File: config.mk
export PLATFORM = sky130hd
export DESIGN_NAME = main_mem_arbiter
export DESIGN_NICKNAME = d
export VERILOG_FILES = /design/src/rtl/main_mem_arb_pkg.sv /design/src/rtl/main_mem_arbiter.sv
export SDC_FILE = /design/constraint.sdc
export NUM_CORES = 1
export LEC_CHECK = 0
export ABC_AREA = 1
export BUFFER_PORTS_ARGS = -buffer_cell sky130_fd_sc_hd__buf_2
export CORE_ASPECT_RATIO = 0.9
export CORE_UTILIZATION = 33
export CTS_CLUSTER_SIZE = 16
export DETAILED_ROUTE_END_ITERATION = 16
export HOLD_SLACK_MARGIN = 0.02
export PLACE_DENSITY = 0.62
export SLEW_MARGIN = 20
export SYNTH_ARGS = -nofsm -noshare
export SYNTH_HDL_FRONTEND = slang
export SYNTH_SLANG_ARGS = --single-unit
File: constraint.sdc
create_clock -name clk -period 1.6 [get_ports clk]
set_clock_uncertainty 0.1 [all_clocks]
set_input_delay 0.08 -clock clk [delete_from_list [all_inputs] [get_ports clk]]
set_output_delay 0.08 -clock clk [all_outputs]
set_load 0.03 [all_outputs]
File: src/rtl/main_mem_arb_pkg.sv
// Shared types for the main-memory data-port arbiter.
//   MEM_A_WIDTH : word-address width of the main memory
//   port_t      : requester index (0 = CPU load/store, 1 = DMA/blitter)
//   mem_cmd_t   : one accepted memory command as held in the command stage
package main_mem_arb_pkg;

    localparam int MEM_A_WIDTH = 13;

    typedef logic port_t;

    localparam port_t PORT_CPU = 1'b0;
    localparam port_t PORT_DMA = 1'b1;

    typedef struct packed {
        logic [MEM_A_WIDTH-1:0] addr;
        logic                   we;
        logic [1:0]             mask;
        logic [15:0]            wdata;
        port_t                  port;
    } mem_cmd_t;

endpackage

File: src/rtl/main_mem_arbiter.sv
// Arbitrates the main-memory data port between the CPU load/store unit
// (port 0, fixed priority) and the DMA/blitter engine (port 1, starvation
// bounded by MAX_WAIT). Accepted commands are registered, driven to the
// memory one cycle later, and read data is steered back with a valid strobe.
//
// Ports:
//   clk, rst                 clock, asynchronous active-high reset
//   req/addr/we/mask/wdata 0 port 0 request and fields
//   req/addr/we/mask/wdata 1 port 1 request and fields
//   gnt0, gnt1               combinational grant, same cycle as request
//   rvalid0/1, rdata0/1      read return, two cycles after the grant
//   mem_data_*               memory data port (command stage outputs)
//   mem_data_read            registered read data from the memory
module main_mem_arbiter
    import main_mem_arb_pkg::*;
#(
    parameter int A_WIDTH  = 13,
    parameter int MAX_WAIT = 4
) (
    input  logic               clk,
    input  logic               rst,

    input  logic               req0,
    input  logic [A_WIDTH-1:0] addr0,
    input  logic               we0,
    input  logic [1:0]         mask0,
    input  logic [15:0]        wdata0,

    input  logic               req1,
    input  logic [A_WIDTH-1:0] addr1,
    input  logic               we1,
    input  logic [1:0]         mask1,
    input  logic [15:0]        wdata1,

    output logic               gnt0,
    output logic               gnt1,

    output logic               rvalid0,
    output logic [15:0]        rdata0,
    output logic               rvalid1,
    output logic [15:0]        rdata1,

    output logic [A_WIDTH-1:0] mem_data_addr,
    output logic               mem_data_write_en,
    output logic [1:0]         mem_data_write_mask,
    output logic [15:0]        mem_data_write,
    input  logic [15:0]        mem_data_read
);

    localparam int CW = $clog2(MAX_WAIT + 1);
    localparam logic [CW-1:0] WAIT_LIMIT = CW'(MAX_WAIT);

    function automatic mem_cmd_t make_cmd(input logic [A_WIDTH-1:0] addr,
                                          input logic               we,
                                          input logic [1:0]         mask,
                                          input logic [15:0]        wdata,
                                          input port_t              port);
        mem_cmd_t c;
        c.addr  = MEM_A_WIDTH'(addr);
        c.we    = we;
        c.mask  = mask;
        c.wdata = wdata;
        c.port  = port;
        return c;
    endfunction

    logic [CW-1:0] wait_cnt;
    logic          pick0;
    logic          pick1;

    mem_cmd_t      cmd_p1;
    logic          vld_p1;

    logic          rd_vld_p2;
    port_t         rd_port_p2;

    // Arbitration: a starved port 1 overrides port 0's fixed priority.
    always_comb begin
        pick0 = 1'b0;
        pick1 = 1'b0;
        if (req1 && (wait_cnt == WAIT_LIMIT)) begin
            pick1 = 1'b1;
        end else if (req0) begin
            pick0 = 1'b1;
        end else if (req1) begin
            pick1 = 1'b1;
        end
    end

    // Grants are suppressed while reset is asserted; internal state uses the
    // raw picks because the reset branch already overrides them.
    assign gnt0 = pick0 & ~rst;
    assign gnt1 = pick1 & ~rst;

    // Consecutive losing cycles of port 1, saturating at MAX_WAIT.
    always_ff @(posedge clk or posedge rst) begin
        if (rst) begin
            wait_cnt <= '0;
        end else if (req1 && !pick1) begin
            if (wait_cnt != WAIT_LIMIT) begin
                wait_cnt <= wait_cnt + 1'b1;
            end
        end else begin
            wait_cnt <= '0;
        end
    end

    // ---- Stage C: command register -------------------------------------
    always_ff @(posedge clk or posedge rst) begin
        if (rst) begin
            vld_p1 <= 1'b0;
            cmd_p1 <= '0;
        end else begin
            vld_p1 <= pick0 | pick1;
            if (pick1) begin
                cmd_p1 <= make_cmd(addr1, we1, mask1, wdata1, PORT_DMA);
            end else if (pick0) begin
                cmd_p1 <= make_cmd(addr0, we0, mask0, wdata0, PORT_CPU);
            end
        end
    end

    // Fields stay at the last command while idle; only write_en is qualified.
    assign mem_data_addr       = A_WIDTH'(cmd_p1.addr);
    assign mem_data_write_en   = vld_p1 & cmd_p1.we;
    assign mem_data_write_mask = cmd_p1.mask;
    assign mem_data_write      = cmd_p1.wdata;

    // ---- Stage R: read return ------------------------------------------
    always_ff @(posedge clk or posedge rst) begin
        if (rst) begin
            rd_vld_p2  <= 1'b0;
            rd_port_p2 <= PORT_CPU;
        end else begin
            rd_vld_p2  <= vld_p1 & ~cmd_p1.we;
            rd_port_p2 <= cmd_p1.port;
        end
    end

    assign rvalid0 = rd_vld_p2 & (rd_port_p2 == PORT_CPU);
    assign rvalid1 = rd_vld_p2 & (rd_port_p2 == PORT_DMA);
    assign rdata0  = mem_data_read;
    assign rdata1  = mem_data_read;

endmodule

==> flow_metrics.tcl, run 1 <==
set metrics [dict create \
    outcome "complete, no violations" \
    nets 568 \
    final_antenna_net_count 0 \
    period_minus_slack_ps 1548 \
    grt_antenna_before_repair 0 \
    peakVddDrop_v 0.0003254 \
    fin_ws_ps 52.13 \
    maxCapViolCount 0 \
    diodes 0 \
    first_pass_iters 6 \
    ys_seq_elements 39 \
    muxShareOfSynthArea_pct 0 \
    dieWidth_microns 94.77 \
    root_buffer "clkbuf_8" \
    p_seq_share_pct 43.9 \
    synth_area_sq_um 2556 \
    placed_cell_area_sq_um 2758 \
    port_buffers 103 \
    io_pins 152 \
    start_util_pct 34.05 \
    cts_tree "built" \
    path_clk_slew_ps 70 \
    relSlewSlack_pct 70.94 \
    synth_cells 373 \
    cts_buffer_depth 2 \
    finalHoldViolations 0 \
    dr_total_vias 2473 \
    crit_fanout 4 \
    rsz0062_at_grt "true" \
    hold_path.class "input pin to flop" \
    numClockSinks 39 \
    swShare_pct 33.67 \
    grt_usage_pct 17.26 \
    synthDistinctLibCells 11 \
    crit_path_end_kind "primary output" \
    finalWeightedCongestion 0.7135 \
    tightestPinTransition_ps 435.2 \
    core-area_sq_um 7507 \
    drt_iter0_drc 98 \
    maxSlewViolCount 0 \
    p_clk_share_pct 23.7 \
    die_y_microns 85.50 \
    wl_per_cell_microns 11.80 \
    synth_top_family_by_area "simple AND/OR/NAND/NOR gates" \
    grt_first_pass_wirelength_mm 10.86 \
    combinationalPowerShare_pct 32.3 \
    switchingPower_uw 880.9 \
    vias_per_cell 4.286 \
    synthesis.nets 459 \
    die_area_sq_um 8102 \
    rows 30 \
    final_cell_area_sq_um 3518 \
    drive_gt1_share_pct 27.86 \
    final_cell_mix "nand2_1 (166), buf_2 (102), dlygate4sd3_1 (61), inv_1 (41), dfrtp_1 (39)" \
    first_global_vias 2405 \
    fin_crit_sh_pct 96.74 \
    drc 0 \
    p_per_area_nw_per_um2 743.5 \
    clk_latency_ps 290 \
    p_int_uw 1735 \
    hpwl_mm 4.265 \
    p_leak_uw 0.002061 \
    setup_viol 0 \
    ys_seq_area_share_pct 38.18 \
    syn_avg_cell_area_sq_um 6.853 \
    final_common_cell "nand2_1" \
    dp_slack_ps 104.0 \
    critPathLaunchType "flop" \
    synth_simple_gate_area_share_pct 32.50 \
    synth_xor_area_share_pct 0.3426 \
    fmax_ghz 0.6460 \
    crit_required_ps 1420 \
    grt_overflow_total 0 \
    area_growth_pct 37.64 \
    synth_compound_area_share_pct 0 \
    yosys_warnings 0 \
    routed_wl_mm 6.810 \
    htreeDepth 2 \
    synth-adder-area-share_pct 0.9790 \
    grt_max_degree 28 \
    worst_ep_arrival_time_ps 1370 \
    numCtsBuffers 5 \
    critPathKind "flop to primary output" \
]
==> power groups by stage <==
| stage | sequential [uW] | combinational (uW) | clock, uW |
|---|---|---|---|
| 3_3_place_gp | 1160 | 701 | 0 |
| 5_1_grt | 1160 | 932 | 693 |
| 2_1_floorplan | 1150 | 732 | 0 |
| 6_report | 1150 | 846 | 621 |
| 4_1_cts | 1150 | 832 | 651 |
| 3_5_place_dp | 1170 | 710 | 0 |
==> flip-flops by register name, summed over array words and instances, names as in the netlist <==
| signal | count |
|---|---|
| mem_data_write | 16 |
| mem_data_addr | 13 |
| wait_cnt | 3 |
| cmd_p1 | 2 |
| mem_data_write_mask | 2 |
| rd_port_p2 | 1 |
| rd_vld_p2 | 1 |
| vld_p1 | 1 |
==> metrics by stage <==
stage | instances | hold WS (ps) | TNS, ps | utilization (%) | total power, uW
2_1_floorplan | 373 | 123.9 | 0 | - | 1883
3_3_place_gp | 505 | 36.74 | 0 | 36.73 | 1866
3_5_place_dp | 505 | 47.90 | 0 | 36.73 | 1876
4_1_cts | 574 | 20.53 | 0 | 46.13 | 2631
5_1_grt | 577 | 37.66 | -76.43 | 46.87 | 2784
6_report | 577 | 26.30 | 0 | 46.87 | 2616
==> cell usage after synthesis <==
library cell / number / area, sq um
nor2_1: 8 / 30.03
ha_1: 2 / 25.02
clkbuf_1: 5 / 18.77
nand2_1: 166 / 623.1
inv_1: 43 / 161.4
dfrtp_1: 39 / 975.9
nand2_2: 2 / 12.51
nand3_1: 33 / 165.2
xnor2_1: 1 / 8.760
buf_2: 8 / 40.04
buf_4: 66 / 495.5
==> worst max-delay path, stage by stage, from the launching register on <==
cell,delay [ps]
dfrtp_1,380
inv_1,70
ha_2,190
nand3_4,90
nand2_4,90
inv_4,50
nor2_4,90
buf_6,130
==> area by class of cell <==
class                      count  area [sq um]
multi-input combinational    212         897.1
fill                         757          3989
tap                           96         120.1
timing repair buffer         181          1289
inverter                      43         163.9
clock buffer                   6         72.57
sequential                    39         975.9
==> final timing paths <==
path                                  start                 to  slack (ps)  cells after the start
worst max-delay path            wait_cnt[1]               gnt1          50                      7
worst min-delay path              addr0[11]  mem_data_addr[11]          30                      5
worst max register to register  wait_cnt[1]   mem_data_addr[9]         100                      9
worst min register to register    cmd_p1[0]         rd_port_p2         280                      0
max in group asynchronous               rst        wait_cnt[1]         650                      4
min in group asynchronous               rst   mem_data_addr[1]         290                      3
==> metal layers <==
layer,vias up,GRT usage [%],routed length [microns]
li1,1254,-,-
met1,1107,20.65,2912
met2,98,30.54,3397
met3,14,3.812,403
met4,0,5.510,96
met5,-,0,0
==> cells by family after synthesis <==
logic type / Yosys count
and+or+nand+nor: 209
buffers and inverters: 122
xor gates and xnor gates: 1
DFF: 39
adders and majority gates: 2
==> what timing repair did <==
| item | CTS | global route |
|---|---|---|
| setup endpoints to repair | 2 | 17 |
| hold endpoints to repair | 50 | 0 |
| buffers inserted | 2 | 3 |
| gates resized for setup | 2 | 9 |
| pin swaps | 2 | 3 |
| hold buffers | 61 | 0 |
Note: power is estimated with default switching activity, not from simulation.
==> run 2: changes to the inputs <==
--- a/config.mk
+++ b/config.mk
@@ -7,7 +7,6 @@
 export LEC_CHECK = 0
 export ABC_AREA = 1
 export BUFFER_PORTS_ARGS = -buffer_cell sky130_fd_sc_hd__buf_2
-export CORE_ASPECT_RATIO = 0.9
 export CORE_UTILIZATION = 33
 export CTS_CLUSTER_SIZE = 16
 export DETAILED_ROUTE_END_ITERATION = 16
==> run 2 against run 1 <==
Count of clock-buffer cells in the layout is 2 higher. Fmax is 1.3% lower. Non-clock buffer count is 1 higher. Global-route usage is 0.48 points higher. Power is 3.8% higher. Critical path depth stayed put. Worst hold slack better by 3.3 ps. Cell area is 1.0% higher. Combinational power is 0.5% lower. Setup slack worse by 21 ps. Die area hardly changed. Critical path type unchanged. Highest routed layer unchanged.
==> flow_metrics.tcl, run 2 (synthesis gave the netlist of run 1 again) <==
set metrics [dict create \
    outcome "complete, no violations" \
    maxSlewViolCount 0 \
    crit_path_end_kind "primary output" \
    dieWidth_microns 90.01 \
    first_global_vias 2540 \
    final_common_cell "nand2_1" \
    nets 569 \
    numClockSinks 39 \
    grt_antenna_before_repair 0 \
    drc 0 \
    die_area_sq_um 8102 \
    routed_wl_mm 6.943 \
    tns_ps 0 \
    root_buffer "clkbuf_8" \
    final_antenna_net_count 0 \
    p_per_area_nw_per_um2 764.0 \
    critPathLaunchType "flop" \
    rows 31 \
    start_util_pct 34.69 \
    area_growth_pct 39.06 \
    critPathKind "flop to primary output" \
    setup_viol 0 \
    finalWeightedCongestion 0.7632 \
    path_clk_slew_ps 70 \
    crit_required_ps 1420 \
    hold_path.class "input pin to flop" \
    vias_per_cell 4.329 \
    finalHoldViolations 0 \
    relSlewSlack_pct 73.35 \
    largest_reg_flops 16 \
    rsz0062_at_grt "true" \
    cts_tree "built" \
    grt_first_pass_wirelength_mm 11.65 \
    peakVddDrop_v 0.0003523 \
    grt_usage_pct 17.74 \
    fin_crit_sh_pct 98.03 \
    maxCapViolCount 0 \
    wl_per_cell_microns 11.91 \
    dpl.cell_count 506 \
    fmax_ghz 0.6376 \
    port_buffers 103 \
    worstPathCellList "inv_1 -> ha_2 -> nand3_4 -> nand2_2 -> inv_2 -> nor2_1 -> buf_4" \
    diodes 0 \
    drt_iter0_drc 58 \
    cts_buffer_depth 2 \
    core-area_sq_um 7370 \
    finalNonFillerCells 583 \
    grt_overflow_total 0 \
    hpwl_mm 4.156 \
    drive_gt1_share_pct 27.48 \
    hp-start "we0" \
    htreeDepth 2 \
    clk_latency_ps 280 \
    r2r_start "wait_cnt[1]" \
    final_cell_mix "nand2_1 (166), buf_2 (101), dlygate4sd3_1 (64), inv_1 (41), dfrtp_1 (39)" \
    tightestPinTransition_ps 399.2 \
    io_pins 152 \
    cp_slowest_cell "dfrtp_1" \
    startpoint "wait_cnt[1]" \
    first_pass_iters 4 \
    grt_max_degree 35 \
    die_y_microns 90.01 \
    crit_fanout 4 \
    dr_total_vias 2524 \
    period_minus_slack_ps 1568 \
    p_leak_uw 0.002079 \
    numCtsBuffers 5 \
    worst_ep_arrival_time_ps 1390 \
    max_stage_delay_ps 380 \
]
==> run 2: cell types whose count changed in the layout (fill, tap and decap cells not counted), sizes merged <==
cell,before,now
dlygate4sd3,61,64
buf,120,118
clkbuf,6,8
==> run 2: repair_timing <==
action / 4_1_cts / 5_1_grt
endpoints found under the setup margin: 2 / 30
pin swaps: 3 / 2
hold buffers: 64 / 0
gates cloned: 0 / 0
hold endpoints to repair: 51 / 0
gates resized for setup: 5 / 8
buffers inserted: 5 / 0
==> run 2: metal layers <==
| metal | routed length (microns) | GRT usage [%] |
|---|---|---|
| met1 | 2896 | 20.56 |
| met2 | 3476 | 32.38 |
| met3 | 477 | 3.976 |
| met4 | 93 | 5.242 |
| met5 | 0 | 0 |
==> run 2: layout make-up <==
class / count / area [sq um]
sequential: 39 / 975.9
timing repair buffer: 182 / 1309
fill: 749 / 3815
tap: 99 / 123.9
clock buffer: 8 / 100.1
inverter: 43 / 161.4
multi-input combinational: 212 / 884.6
==> run 2: worst paths after layout <==
path,slack [ps],depth (start not counted),to
worst min-delay path,30,5,cmd_p1[19]
min in group asynchronous,260,3,mem_data_addr[5]
worst max-delay path,30,7,gnt1
worst min register to register,300,0,rd_port_p2
worst max register to register,100,9,mem_data_write[8]
max in group asynchronous,680,4,mem_data_write[12]
==> run 2: worst max-delay path, delay by kind of cell (launching register included) <==
family / cells / cell delay (ps)
flops: 1 / 380
buf+inv: 3 / 270
simple gates: 3 / 260
fa+ha+maj: 1 / 190
==> run 2: power breakdown <==
| part | switching, uW | internal, uW | leakage, uW |
|---|---|---|---|
| Combinational | 491 | 351 | 0.00156 |
| Clock | 333 | 394 | 0.0000515 |
| Sequential | 57.2 | 1090 | 0.000467 |
| Total | 881 | 1830 | 0.00208 |
==> run 2: metrics by stage <==
step	util (%)	area [sq um]	power (uW)	worst slack [ps]	hold WS (ps)
floorplan	-	2559	1883	75.72	123.9
global placement	37.10	2734	1857	154.9	17.66
detailed placement	37.10	2734	1865	57.45	24.72
CTS	47.89	3530	2752	-20.99	23.01
global route	48.23	3555	2887	-66.44	35.06
finish	48.23	3555	2716	31.59	29.63
